--- config.mk ---
export PLATFORM = sky130hd
export DESIGN_NAME = multicycle_ctrl_flat
export DESIGN_NICKNAME = d
export VERILOG_FILES = /design/src/rtl/mc_ctrl_pkg.sv /design/src/rtl/multicycle_ctrl_if.sv /design/src/rtl/mc_alu_dec.sv /design/src/rtl/multicycle_ctrl.sv /design/src/flat_wrapper.sv
export SDC_FILE = /design/constraint.sdc
export NUM_CORES = 1
export LEC_CHECK = 0
export ABC_CLOCK_PERIOD_IN_PS = 3550
export BUFFER_PORTS_ARGS = -buffer_cell sky130_fd_sc_hd__buf_2
export CAP_MARGIN = 10
export CORE_UTILIZATION = 55
export DETAILED_ROUTE_END_ITERATION = 8
export PLACE_DENSITY = 0.85
export SLEW_MARGIN = 0
export SYNTH_ARGS = -nofsm -noshare
export SYNTH_HDL_FRONTEND = slang
export SYNTH_SLANG_ARGS = --single-unit
--- constraint.sdc ---
create_clock -name clk -period 3.55 [get_ports clk]
set_input_delay 0 -clock clk [delete_from_list [all_inputs] [get_ports clk]]
set_output_delay 0 -clock clk [all_outputs]
set_load 0.01 [all_outputs]
--- src/rtl/mc_ctrl_pkg.sv ---
// Shared types and encodings for the multicycle RISC-V control unit.
// The opcode constants and select codes are kept here so the top and the ALU decoder agree on them.
package mc_ctrl_pkg;

    typedef enum logic [3:0] {
        S_FETCH,
        S_DECODE,
        S_MEMADR,
        S_MEMREAD,
        S_MEMWB,
        S_MEMWRITE,
        S_EXECUTER,
        S_EXECUTEI,
        S_ALUWB,
        S_BRANCH,
        S_JAL,
        S_JALR_ADR,
        S_JALR_LINK,
        S_HALT
    } state_t;

    localparam logic [6:0] OP_LOAD   = 7'b0000011;
    localparam logic [6:0] OP_STORE  = 7'b0100011;
    localparam logic [6:0] OP_RTYPE  = 7'b0110011;
    localparam logic [6:0] OP_ITYPE  = 7'b0010011;
    localparam logic [6:0] OP_BRANCH = 7'b1100011;
    localparam logic [6:0] OP_JAL    = 7'b1101111;
    localparam logic [6:0] OP_JALR   = 7'b1100111;

    localparam logic [1:0] SRCA_PC    = 2'b00;
    localparam logic [1:0] SRCA_OLDPC = 2'b01;
    localparam logic [1:0] SRCA_RS1   = 2'b10;

    localparam logic [1:0] SRCB_RS2  = 2'b00;
    localparam logic [1:0] SRCB_IMM  = 2'b01;
    localparam logic [1:0] SRCB_FOUR = 2'b10;

    localparam logic [1:0] RES_ALUOUT    = 2'b00;
    localparam logic [1:0] RES_MEMDATA   = 2'b01;
    localparam logic [1:0] RES_ALURESULT = 2'b10;

    localparam logic [1:0] IMM_I = 2'b00;
    localparam logic [1:0] IMM_S = 2'b01;
    localparam logic [1:0] IMM_B = 2'b10;
    localparam logic [1:0] IMM_J = 2'b11;

    localparam logic [1:0] ALUOP_ADD   = 2'b00;
    localparam logic [1:0] ALUOP_SUB   = 2'b01;
    localparam logic [1:0] ALUOP_FUNCT = 2'b10;

    localparam logic [2:0] ALU_ADD = 3'b000;
    localparam logic [2:0] ALU_SUB = 3'b001;
    localparam logic [2:0] ALU_AND = 3'b010;
    localparam logic [2:0] ALU_OR  = 3'b011;
    localparam logic [2:0] ALU_SLT = 3'b101;

    function automatic logic [1:0] imm_src(input logic [6:0] op);
        case (op)
            OP_STORE:  return IMM_S;
            OP_BRANCH: return IMM_B;
            OP_JAL:    return IMM_J;
            default:   return IMM_I;
        endcase
    endfunction

endpackage

--- src/rtl/multicycle_ctrl_if.sv ---
// Bundle between the multicycle controller and its datapath/memory.
// master = the controller, slave = the datapath side that consumes the strobes.
interface multicycle_ctrl_if;
    logic [6:0]  op;
    logic [2:0]  funct3;
    logic        funct7b5;
    logic        zero;
    logic        mem_ready;
    logic        PCWrite;
    logic        IRWrite;
    logic        RegWrite;
    logic        MemWrite;
    logic        MemRead;
    logic        AdrSrc;
    logic        Retire;
    logic        Halted;
    logic [1:0]  ALUSrcA;
    logic [1:0]  ALUSrcB;
    logic [1:0]  ResultSrc;
    logic [1:0]  ImmSrc;
    logic [2:0]  ALUControl;
    logic [31:0] instret;

    modport master (
        input  op, funct3, funct7b5, zero, mem_ready,
        output PCWrite, IRWrite, RegWrite, MemWrite, MemRead, AdrSrc, Retire, Halted,
        output ALUSrcA, ALUSrcB, ResultSrc, ImmSrc, ALUControl, instret
    );

    modport slave (
        output op, funct3, funct7b5, zero, mem_ready,
        input  PCWrite, IRWrite, RegWrite, MemWrite, MemRead, AdrSrc, Retire, Halted,
        input  ALUSrcA, ALUSrcB, ResultSrc, ImmSrc, ALUControl, instret
    );
endinterface

--- src/rtl/mc_alu_dec.sv ---
// ALU operation decoder: maps the controller's coarse ALUOp plus funct fields to ALUControl.
module mc_alu_dec
    import mc_ctrl_pkg::*;
(
    input  logic [1:0] i_alu_op,
    input  logic [2:0] i_funct3,
    input  logic       i_op5,
    input  logic       i_funct7b5,
    output logic [2:0] o_alu_control
);

    always_comb begin
        o_alu_control = ALU_ADD;
        case (i_alu_op)
            ALUOP_SUB: o_alu_control = ALU_SUB;
            ALUOP_FUNCT: begin
                case (i_funct3)
                    // Only R-type (op[5]=1) can encode sub; addi with imm[10]=1 stays add.
                    3'b000:  o_alu_control = (i_op5 & i_funct7b5) ? ALU_SUB : ALU_ADD;
                    3'b010:  o_alu_control = ALU_SLT;
                    3'b110:  o_alu_control = ALU_OR;
                    3'b111:  o_alu_control = ALU_AND;
                    default: o_alu_control = ALU_ADD;
                endcase
            end
            default: o_alu_control = ALU_ADD;
        endcase
    end

endmodule

--- src/rtl/multicycle_ctrl.sv ---
// Multicycle RV32 control FSM: sequences fetch/decode/execute/writeback and counts retired instructions.
// All strobes are masked while rst is high so an aborted access never writes.
module multicycle_ctrl
    import mc_ctrl_pkg::*;
(
    input  logic              clk,
    input  logic              rst,
    multicycle_ctrl_if.master bus
);

    state_t      r_state;
    state_t      w_state_next;
    logic [31:0] r_instret;
    logic [1:0]  w_alu_op;
    logic [1:0]  w_alu_src_a;
    logic [1:0]  w_alu_src_b;
    logic [1:0]  w_result_src;
    logic        w_pc_write;
    logic        w_ir_write;
    logic        w_reg_write;
    logic        w_mem_write;
    logic        w_mem_read;
    logic        w_adr_src;
    logic        w_retire;

    always_ff @(posedge clk or posedge rst) begin
        if (rst) begin
            r_state <= S_FETCH;
        end else begin
            r_state <= w_state_next;
        end
    end

    always_ff @(posedge clk or posedge rst) begin
        if (rst) begin
            r_instret <= '0;
        end else if (w_retire) begin
            r_instret <= r_instret + 32'd1;
        end
    end

    always_comb begin
        w_state_next = r_state;
        w_pc_write   = 1'b0;
        w_ir_write   = 1'b0;
        w_reg_write  = 1'b0;
        w_mem_write  = 1'b0;
        w_mem_read   = 1'b0;
        w_adr_src    = 1'b0;
        w_retire     = 1'b0;
        w_alu_src_a  = SRCA_PC;
        w_alu_src_b  = SRCB_RS2;
        w_result_src = RES_ALUOUT;
        w_alu_op     = ALUOP_ADD;
        case (r_state)
            S_FETCH: begin
                w_mem_read   = 1'b1;
                w_alu_src_b  = SRCB_FOUR;
                w_result_src = RES_ALURESULT;
                w_ir_write   = bus.mem_ready;
                w_pc_write   = bus.mem_ready;
                if (bus.mem_ready) w_state_next = S_DECODE;
            end
            S_DECODE: begin
                w_alu_src_a = SRCA_OLDPC;
                w_alu_src_b = SRCB_IMM;
                case (bus.op)
                    OP_LOAD, OP_STORE: w_state_next = S_MEMADR;
                    OP_RTYPE:          w_state_next = S_EXECUTER;
                    OP_ITYPE:          w_state_next = S_EXECUTEI;
                    OP_BRANCH:         w_state_next = (bus.funct3[2:1] == 2'b00) ? S_BRANCH : S_HALT;
                    OP_JAL:            w_state_next = S_JAL;
                    OP_JALR:           w_state_next = S_JALR_ADR;
                    default:           w_state_next = S_HALT;
                endcase
            end
            S_MEMADR: begin
                w_alu_src_a  = SRCA_RS1;
                w_alu_src_b  = SRCB_IMM;
                w_state_next = bus.op[5] ? S_MEMWRITE : S_MEMREAD;
            end
            S_MEMREAD: begin
                w_adr_src  = 1'b1;
                w_mem_read = 1'b1;
                if (bus.mem_ready) w_state_next = S_MEMWB;
            end
            S_MEMWB: begin
                w_result_src = RES_MEMDATA;
                w_reg_write  = 1'b1;
                w_retire     = 1'b1;
                w_state_next = S_FETCH;
            end
            S_MEMWRITE: begin
                w_adr_src   = 1'b1;
                w_mem_write = 1'b1;
                if (bus.mem_ready) begin
                    w_retire     = 1'b1;
                    w_state_next = S_FETCH;
                end
            end
            S_EXECUTER, S_EXECUTEI: begin
                w_alu_src_a  = SRCA_RS1;
                w_alu_src_b  = (r_state == S_EXECUTEI) ? SRCB_IMM : SRCB_RS2;
                w_alu_op     = ALUOP_FUNCT;
                w_state_next = S_ALUWB;
            end
            S_ALUWB: begin
                w_result_src = RES_ALUOUT;
                w_reg_write  = 1'b1;
                w_retire     = 1'b1;
                w_state_next = S_FETCH;
            end
            S_BRANCH: begin
                w_alu_src_a  = SRCA_RS1;
                w_alu_src_b  = SRCB_RS2;
                w_alu_op     = ALUOP_SUB;
                w_result_src = RES_ALUOUT;
                // funct3[0] selects bne over beq; the target already sits in ALUOut from DECODE.
                w_pc_write   = bus.funct3[0] ? ~bus.zero : bus.zero;
                w_retire     = 1'b1;
                w_state_next = S_FETCH;
            end
            S_JAL, S_JALR_LINK: begin
                w_alu_src_a  = SRCA_OLDPC;
                w_alu_src_b  = SRCB_FOUR;
                w_result_src = RES_ALUOUT;
                w_pc_write   = 1'b1;
                w_state_next = S_ALUWB;
            end
            S_JALR_ADR: begin
                w_alu_src_a  = SRCA_RS1;
                w_alu_src_b  = SRCB_IMM;
                w_state_next = S_JALR_LINK;
            end
            S_HALT: begin
                w_state_next = S_HALT;
            end
            default: begin
                w_state_next = S_FETCH;
            end
        endcase
    end

    mc_alu_dec u_alu_dec (
        .i_alu_op      (w_alu_op),
        .i_funct3      (bus.funct3),
        .i_op5         (bus.op[5]),
        .i_funct7b5    (bus.funct7b5),
        .o_alu_control (bus.ALUControl)
    );

    assign bus.PCWrite   = w_pc_write  & ~rst;
    assign bus.IRWrite   = w_ir_write  & ~rst;
    assign bus.RegWrite  = w_reg_write & ~rst;
    assign bus.MemWrite  = w_mem_write & ~rst;
    assign bus.MemRead   = w_mem_read  & ~rst;
    assign bus.Retire    = w_retire    & ~rst;
    assign bus.Halted    = (r_state == S_HALT) & ~rst;
    assign bus.AdrSrc    = w_adr_src;
    assign bus.ALUSrcA   = w_alu_src_a;
    assign bus.ALUSrcB   = w_alu_src_b;
    assign bus.ResultSrc = w_result_src;
    assign bus.ImmSrc    = imm_src(bus.op);
    assign bus.instret   = r_instret;

endmodule

--- src/flat_wrapper.sv ---
// flat-port wrapper written by rule: the top's interface ports become plain ports
module multicycle_ctrl_flat import mc_ctrl_pkg::*;
  (clk, rst, bus_op, bus_funct3, bus_funct7b5, bus_zero, bus_mem_ready, bus_PCWrite, bus_IRWrite, bus_RegWrite, bus_MemWrite, bus_MemRead, bus_AdrSrc, bus_Retire, bus_Halted, bus_ALUSrcA, bus_ALUSrcB, bus_ResultSrc, bus_ImmSrc, bus_ALUControl, bus_instret);
  multicycle_ctrl_if bus_i ();
  input  logic clk;
  input  logic rst;
  input wire logic [$bits(bus_i.op)-1:0] bus_op;
  input wire logic [$bits(bus_i.funct3)-1:0] bus_funct3;
  input wire logic [$bits(bus_i.funct7b5)-1:0] bus_funct7b5;
  input wire logic [$bits(bus_i.zero)-1:0] bus_zero;
  input wire logic [$bits(bus_i.mem_ready)-1:0] bus_mem_ready;
  output wire logic [$bits(bus_i.PCWrite)-1:0] bus_PCWrite;
  output wire logic [$bits(bus_i.IRWrite)-1:0] bus_IRWrite;
  output wire logic [$bits(bus_i.RegWrite)-1:0] bus_RegWrite;
  output wire logic [$bits(bus_i.MemWrite)-1:0] bus_MemWrite;
  output wire logic [$bits(bus_i.MemRead)-1:0] bus_MemRead;
  output wire logic [$bits(bus_i.AdrSrc)-1:0] bus_AdrSrc;
  output wire logic [$bits(bus_i.Retire)-1:0] bus_Retire;
  output wire logic [$bits(bus_i.Halted)-1:0] bus_Halted;
  output wire logic [$bits(bus_i.ALUSrcA)-1:0] bus_ALUSrcA;
  output wire logic [$bits(bus_i.ALUSrcB)-1:0] bus_ALUSrcB;
  output wire logic [$bits(bus_i.ResultSrc)-1:0] bus_ResultSrc;
  output wire logic [$bits(bus_i.ImmSrc)-1:0] bus_ImmSrc;
  output wire logic [$bits(bus_i.ALUControl)-1:0] bus_ALUControl;
  output wire logic [$bits(bus_i.instret)-1:0] bus_instret;
  assign bus_i.op = bus_op;
  assign bus_i.funct3 = bus_funct3;
  assign bus_i.funct7b5 = bus_funct7b5;
  assign bus_i.zero = bus_zero;
  assign bus_i.mem_ready = bus_mem_ready;
  assign bus_PCWrite = bus_i.PCWrite;
  assign bus_IRWrite = bus_i.IRWrite;
  assign bus_RegWrite = bus_i.RegWrite;
  assign bus_MemWrite = bus_i.MemWrite;
  assign bus_MemRead = bus_i.MemRead;
  assign bus_AdrSrc = bus_i.AdrSrc;
  assign bus_Retire = bus_i.Retire;
  assign bus_Halted = bus_i.Halted;
  assign bus_ALUSrcA = bus_i.ALUSrcA;
  assign bus_ALUSrcB = bus_i.ALUSrcB;
  assign bus_ResultSrc = bus_i.ResultSrc;
  assign bus_ImmSrc = bus_i.ImmSrc;
  assign bus_ALUControl = bus_i.ALUControl;
  assign bus_instret = bus_i.instret;
  multicycle_ctrl u_core (.clk(clk), .rst(rst), .bus(bus_i));
endmodule
# Word level (Yosys, flattened, before mapping)
# Cells that the tools add are included.
# word_totals
latchBits,0
mem_count,0
wordCells,82
mem_bits_rw,0
input_bits,15
rom_bits,0
regBits,36
out_inout_bits,51
# classes
n_bitwise,10
n_lt_le_gt_ge,0
eq_ne,28
n_addsub,1
mul,0
reduce_logical,16
n_mux,25
div,0
shifts,0
# ops
operator,n
32-bit by 1-bit adder with 32-bit output (second input constant),1
4-bit one-hot mux with 8 select lines,1
4-bit equality test (second input constant),6
4-bit one-hot mux with 6 select lines,1
7-bit equality test (second input constant),3
4-bit by 3-bit equality test with 1-bit output (second input constant),4
7-bit by 6-bit equality test with 1-bit output (second input constant),2
4-bit 2-to-1 mux,3
2-bit one-hot mux with 2 select lines,3
2-bit one-hot mux with 3 select lines,2
3-bit one-hot mux with 4 select lines,1
2-bit OR reduction,6
3-bit OR reduction,4
1-bit 2-to-1 mux,9
1-bit AND,8
4-bit by 2-bit equality test with 1-bit output (second input constant),2
7-bit by 2-bit equality test with 1-bit output (second input constant),1
7-bit by 5-bit equality test with 1-bit output (second input constant),1
3-bit equality test (second input constant),2
3-bit 2-to-1 mux,2
2-bit != test (second input constant),3
3-bit one-hot mux with 2 select lines,1
5-bit OR reduction,1
4-bit by 1-bit equality test with 1-bit output (second input constant),1
other kinds (11),12

# Longest topological paths before layout
# depth
word_depth,5
depth_mapped,8
depth_no_buf,7

# Hierarchy
# Synthesis repeated with hierarchy kept, for this count alone.
# hier_totals
cells_unflattened,235
hier_area_um2,2254.7
# modules_own_cells
module,area_each_um2,cells_per_inst,instances,seq_area_each_um2
multicycle_ctrl,2158.3,224,1,900.9
mc_alu_dec,96.3,11,1,0.0

# Worst setup path after synthesis
# Ideal clock, no wire load.
# synth_path
path_type,register to register
startpoint,register u_core.r_state[3]
endpoint,"register u_core.r_instret[20], in the netlist u_core.bus.instret[20]"
arrival_time_ns,1.746
setup_slack_ns,1.724
path_stages_with_launch,7
path_buffers,1
setup_time_ns,0.079
path_cell_list,dfrtp_1 and2b_1 a21oi_2 or4b_4 buf_6 nor3_2 xor2_1
# synth_via
elab_chain_cells,3
elab_cells_between_ends,6
# synth_rtl
element,line_no,source
start: declaration,multicycle_ctrl.sv:11,state_t r_state;
start signal: assignment,multicycle_ctrl.sv:30,r_state <= w_state_next;
4-bit by 3-bit equality test with 1-bit output / 4-bit equality test (equally long branches),multicycle_ctrl.sv:55,case (r_state)
3-bit OR reduction (no source line),-,
1-bit one-hot mux with 2 select lines (*),multicycle_ctrl.sv:55,
end signal: assignment,multicycle_ctrl.sv:38,r_instret <= r_instret + 32'd1;
end: declaration,multicycle_ctrl.sv:13,logic [31:0] r_instret;
# Mark *: on every way between the ends. The rest lies on a longest branch, timed or not.
# A chain may end at the register's enable or synchronous reset.

# Final worst setup path
# layout_path
startpoint,"register u_core.r_instret[6], in the netlist u_core.bus.instret[6]"
endpoint,"register u_core.r_instret[29], in the netlist u_core.bus.instret[29]"
# layout_via
elab_chain_cells,1
# layout_rtl
element,line_no
32-bit by 1-bit adder with 32-bit output,multicycle_ctrl.sv:38
# Every way passes these cells.

==> impl_metrics.tcl <==
set metrics [dict create \
    yosysSeqAreaShare_pct 41.9 \
    reg2reg_to "u_core.bus.instret[29]$_DFFE_PP0P_" \
    detail-route-antenna-nets 0 \
    place_congestion 0.779 \
    port_buffers 65 \
    hpwl_um 3430 \
    p_leak_nw 1.34 \
    cts_setup_buffers 0 \
    grt_start_max_net_pins 23 \
    nNetsFinal 319 \
    r2r_setup_slack_ns 1.12 \
    worst_pin_slew_ns 0.794 \
    wl_per_cell_um 13.1 \
    die_area_sq_mm 0.00417 \
    drt-initial-drc-count 73 \
    hold_violations 0 \
    start_kind "flip-flop" \
    clk_latency_ns 0.28 \
    clock_path_buffers 2 \
    grtUsageTotal_pct 23.8 \
    ys_ff_latch 36 \
    maxSlewHeadroom_pct 47.0 \
    crit_required_ns 3.71 \
    startpoint "u_core.bus.instret[6]$_DFFE_PP0P_" \
    numCtsBuffers 5 \
    grt_pass1_wl_um 7850 \
    avgSynthCellArea_sq_um 9.12 \
    syn2layout_area_growth_pct 20.4 \
    die_x_um 64.6 \
    critical-path-slowest-cell "nor4b_2" \
    pre_cts_ws_ns 1.20 \
    worstHoldPathType "in -> reg" \
    final_cells 349 \
    netlist_instances 236 \
    ys_types 38 \
    start_util_pct 57.9 \
    maxCapViolations 0 \
    path_depth 5 \
    pin_count 66 \
    skew_ns 0.00373 \
    hold_start "bus_op[5]" \
    crit_end "u_core.bus.instret[29]$_DFFE_PP0P_" \
    via_per_inst 5.52 \
    cts-resized-gates 0 \
    maxSlewViolCount 0 \
    first_global_vias 1782 \
    dp.cells 341 \
    cp_slowest_stage_delay_ns 0.85 \
    clk_pin_slew_ns 0.07 \
    critical_path_buf_inv_count 0 \
    dr_total_vias 1926 \
    outcome "complete, no violations" \
    path_delay_family "simple AND/OR/NAND/NOR gates" \
    cts_hold_buf 1 \
    report.final.setup_viol 0 \
    grt_antenna_before_repair 0 \
    fin_ws_ns 1.12 \
    worst_ep_arrival_time_ns 2.60 \
    reg2reg_from "u_core.bus.instret[6]$_DFFE_PP0P_" \
    overflow 0 \
    utilization_pct 69.7 \
    syn-cell-area_sq_mm 0.00215 \
    crit_fanout 11 \
    reg2reg_depth 5 \
    layout_min_cycle_time_ns 2.43 \
    routed_wl_um 4590 \
    path_class "reg -> reg" \
    yosys_warnings 0 \
    core_region_area_sq_mm 0.00372 \
    total_power_mw 1.41 \
    setup_tns_ns 0 \
    syn-num-nets 254 \
    clockRootBuffer "clkbuf_8" \
    drc_errors 0 \
    drive_gt1_share_pct 28.2 \
    critPathCaptureType "flip-flop" \
    crit_chain "and3_1 > nand3_1 > nor4b_2 > nand4_1 > xnor2_1" \
    post-route-period-util_pct 68.5 \
    cts_tree "built" \
    cts.sinks 36 \
    h-tree-depth 2 \
    first_pass_iters 4 \
    diodes 0 \
    die_y_um 64.6 \
    irDropWorstVdd_mv 0.390 \
    power.density_mw_per_mm2 546 \
    max_freq_mhz 411 \
    rsz0062_at_grt "no" \
    rows 22 \
]
==> cell usage in the layout (no fill, tap or decap), types with 3 or more instances in the layout <==
cell type   n
nand2b_1    6
and4_1      4
a21oi_1     9
dfrtp_1    36
nor4_1      7
ha_1        3
and3_1      5
xnor2_1    17
nor3_1     10
buf_2      65
o21ai_0     7
nand2_1    24
clkbuf_8    5
nand3_1    10
nor3_2      7
inv_1      11
nor2_1     20
a31oi_1     3
nand4_1     9
xor2_1     18
==> power by group <==
group,switching [mW],leakage (nW),internal (mW)
Clock,0.134,0.0410,0.133
Sequential,0.143,0.478,0.465
Combinational,0.291,0.817,0.248
Total,0.568,1.34,0.846
==> worst min-delay path by stage <==
| stage | to | slack, ns | cells after the start |
|---|---|---|---|
| 6_report | u_core.r_state[2]$_DFFE_PP0P_ | 0.02 | 3 |
| 5_1_grt | u_core.r_state[2]$_DFFE_PP0P_ | 0.04 | 3 |
| 4_1_cts | u_core.r_state[2]$_DFFE_PP0P_ | 0.01 | 3 |
| 3_5_place_dp | u_core.r_state[0]$_DFFE_PP0P_ | 0.13 | 2 |
| 3_3_place_gp | u_core.r_state[0]$_DFFE_PP0P_ | 0.13 | 2 |
| 2_1_floorplan | bus_ALUControl[2] | 0.05 | 1 |
==> worst register-to-register path: cells and delay by family, from the launching register on <==
family	cells	cell delay (ns)
flip-flops	1	0.42
XOR/XNOR	1	0.19
AND/OR/NAND/NOR	4	1.71
==> final cells by class <==
cell class                 count  area [sq um]
clock inverter                 1          5.00
timing repair buffer          67           343
sequential                    36           901
fill                         316          1120
clock buffer                   6          72.6
tap                           48          60.1
inverter                      11          41.3
multi-input combinational    180          1170
==> cells by family (layout without fill, tap and decap cells) <==
group	count (synthesis)	count (layout)	share of synthesized area (%)
AOI/OAI and AO/OA	28	28	7.85
xor gates and xnor gates	35	35	14.2
DFF	36	36	41.9
and+or+nand+nor	113	113	29.9
adders and majority gates	3	3	1.74
muxes	1	1	0.523
buffers and inverters	20	85	3.84
==> cell usage after synthesis (all sizes together) <==
master | n | area (sq um)
and4 | 4 | 35.0
o21ai | 7 | 35.0
xor2 | 18 | 158
o221ai | 1 | 8.76
a211oi | 1 | 7.51
or3 | 1 | 6.26
buf | 4 | 22.5
a31oi | 3 | 18.8
or2 | 1 | 6.26
a21oi | 10 | 53.8
nand2b | 6 | 37.5
o22ai | 2 | 12.5
inv | 11 | 41.3
mux2 | 1 | 11.3
and3 | 5 | 31.3
clkbuf | 5 | 18.8
nor3 | 17 | 120
nor3b | 2 | 15.0
o211ai | 1 | 7.51
and4b | 1 | 10.0
nand3 | 10 | 50.1
o311a | 1 | 10.0
a22oi | 1 | 7.51
ha | 3 | 37.5
nor4 | 7 | 43.8
o21a | 1 | 7.51
nand2 | 24 | 90.1
nor4b | 2 | 30.0
or4b | 1 | 13.8
dfrtp | 36 | 901
nand4b | 1 | 8.76
nand4 | 9 | 56.3
and2b | 2 | 15.0
xnor2 | 17 | 149
nor2 | 20 | 75.1
==> stage by stage <==
step                      hold WS [ns]  instance area (sq um)
after floorplan                 0.0504                   2150
after global placement           0.128                   2500
after detailed placement         0.127                   2500
after CTS                       0.0143                   2590
after global routing            0.0416                   2590
final                           0.0203                   2590
==> flip-flops by register name, indices dropped and copies added (netlist names) <==
register	count
u_core.r_state	4
u_core.bus.instret	32
==> per-layer routing <==
| layer | vias up | GRT usage [%] | wire length, um |
|---|---|---|---|
| li1 | 958 | - | - |
| met1 | 910 | 31.1 | 2070 |
| met2 | 54 | 40.7 | 2290 |
| met3 | 4 | 4.93 | 200 |
| met4 | 0 | 4.72 | 33 |
| met5 | - | 0 | 0 |
Note: power is estimated with default switching activity, not from simulation.
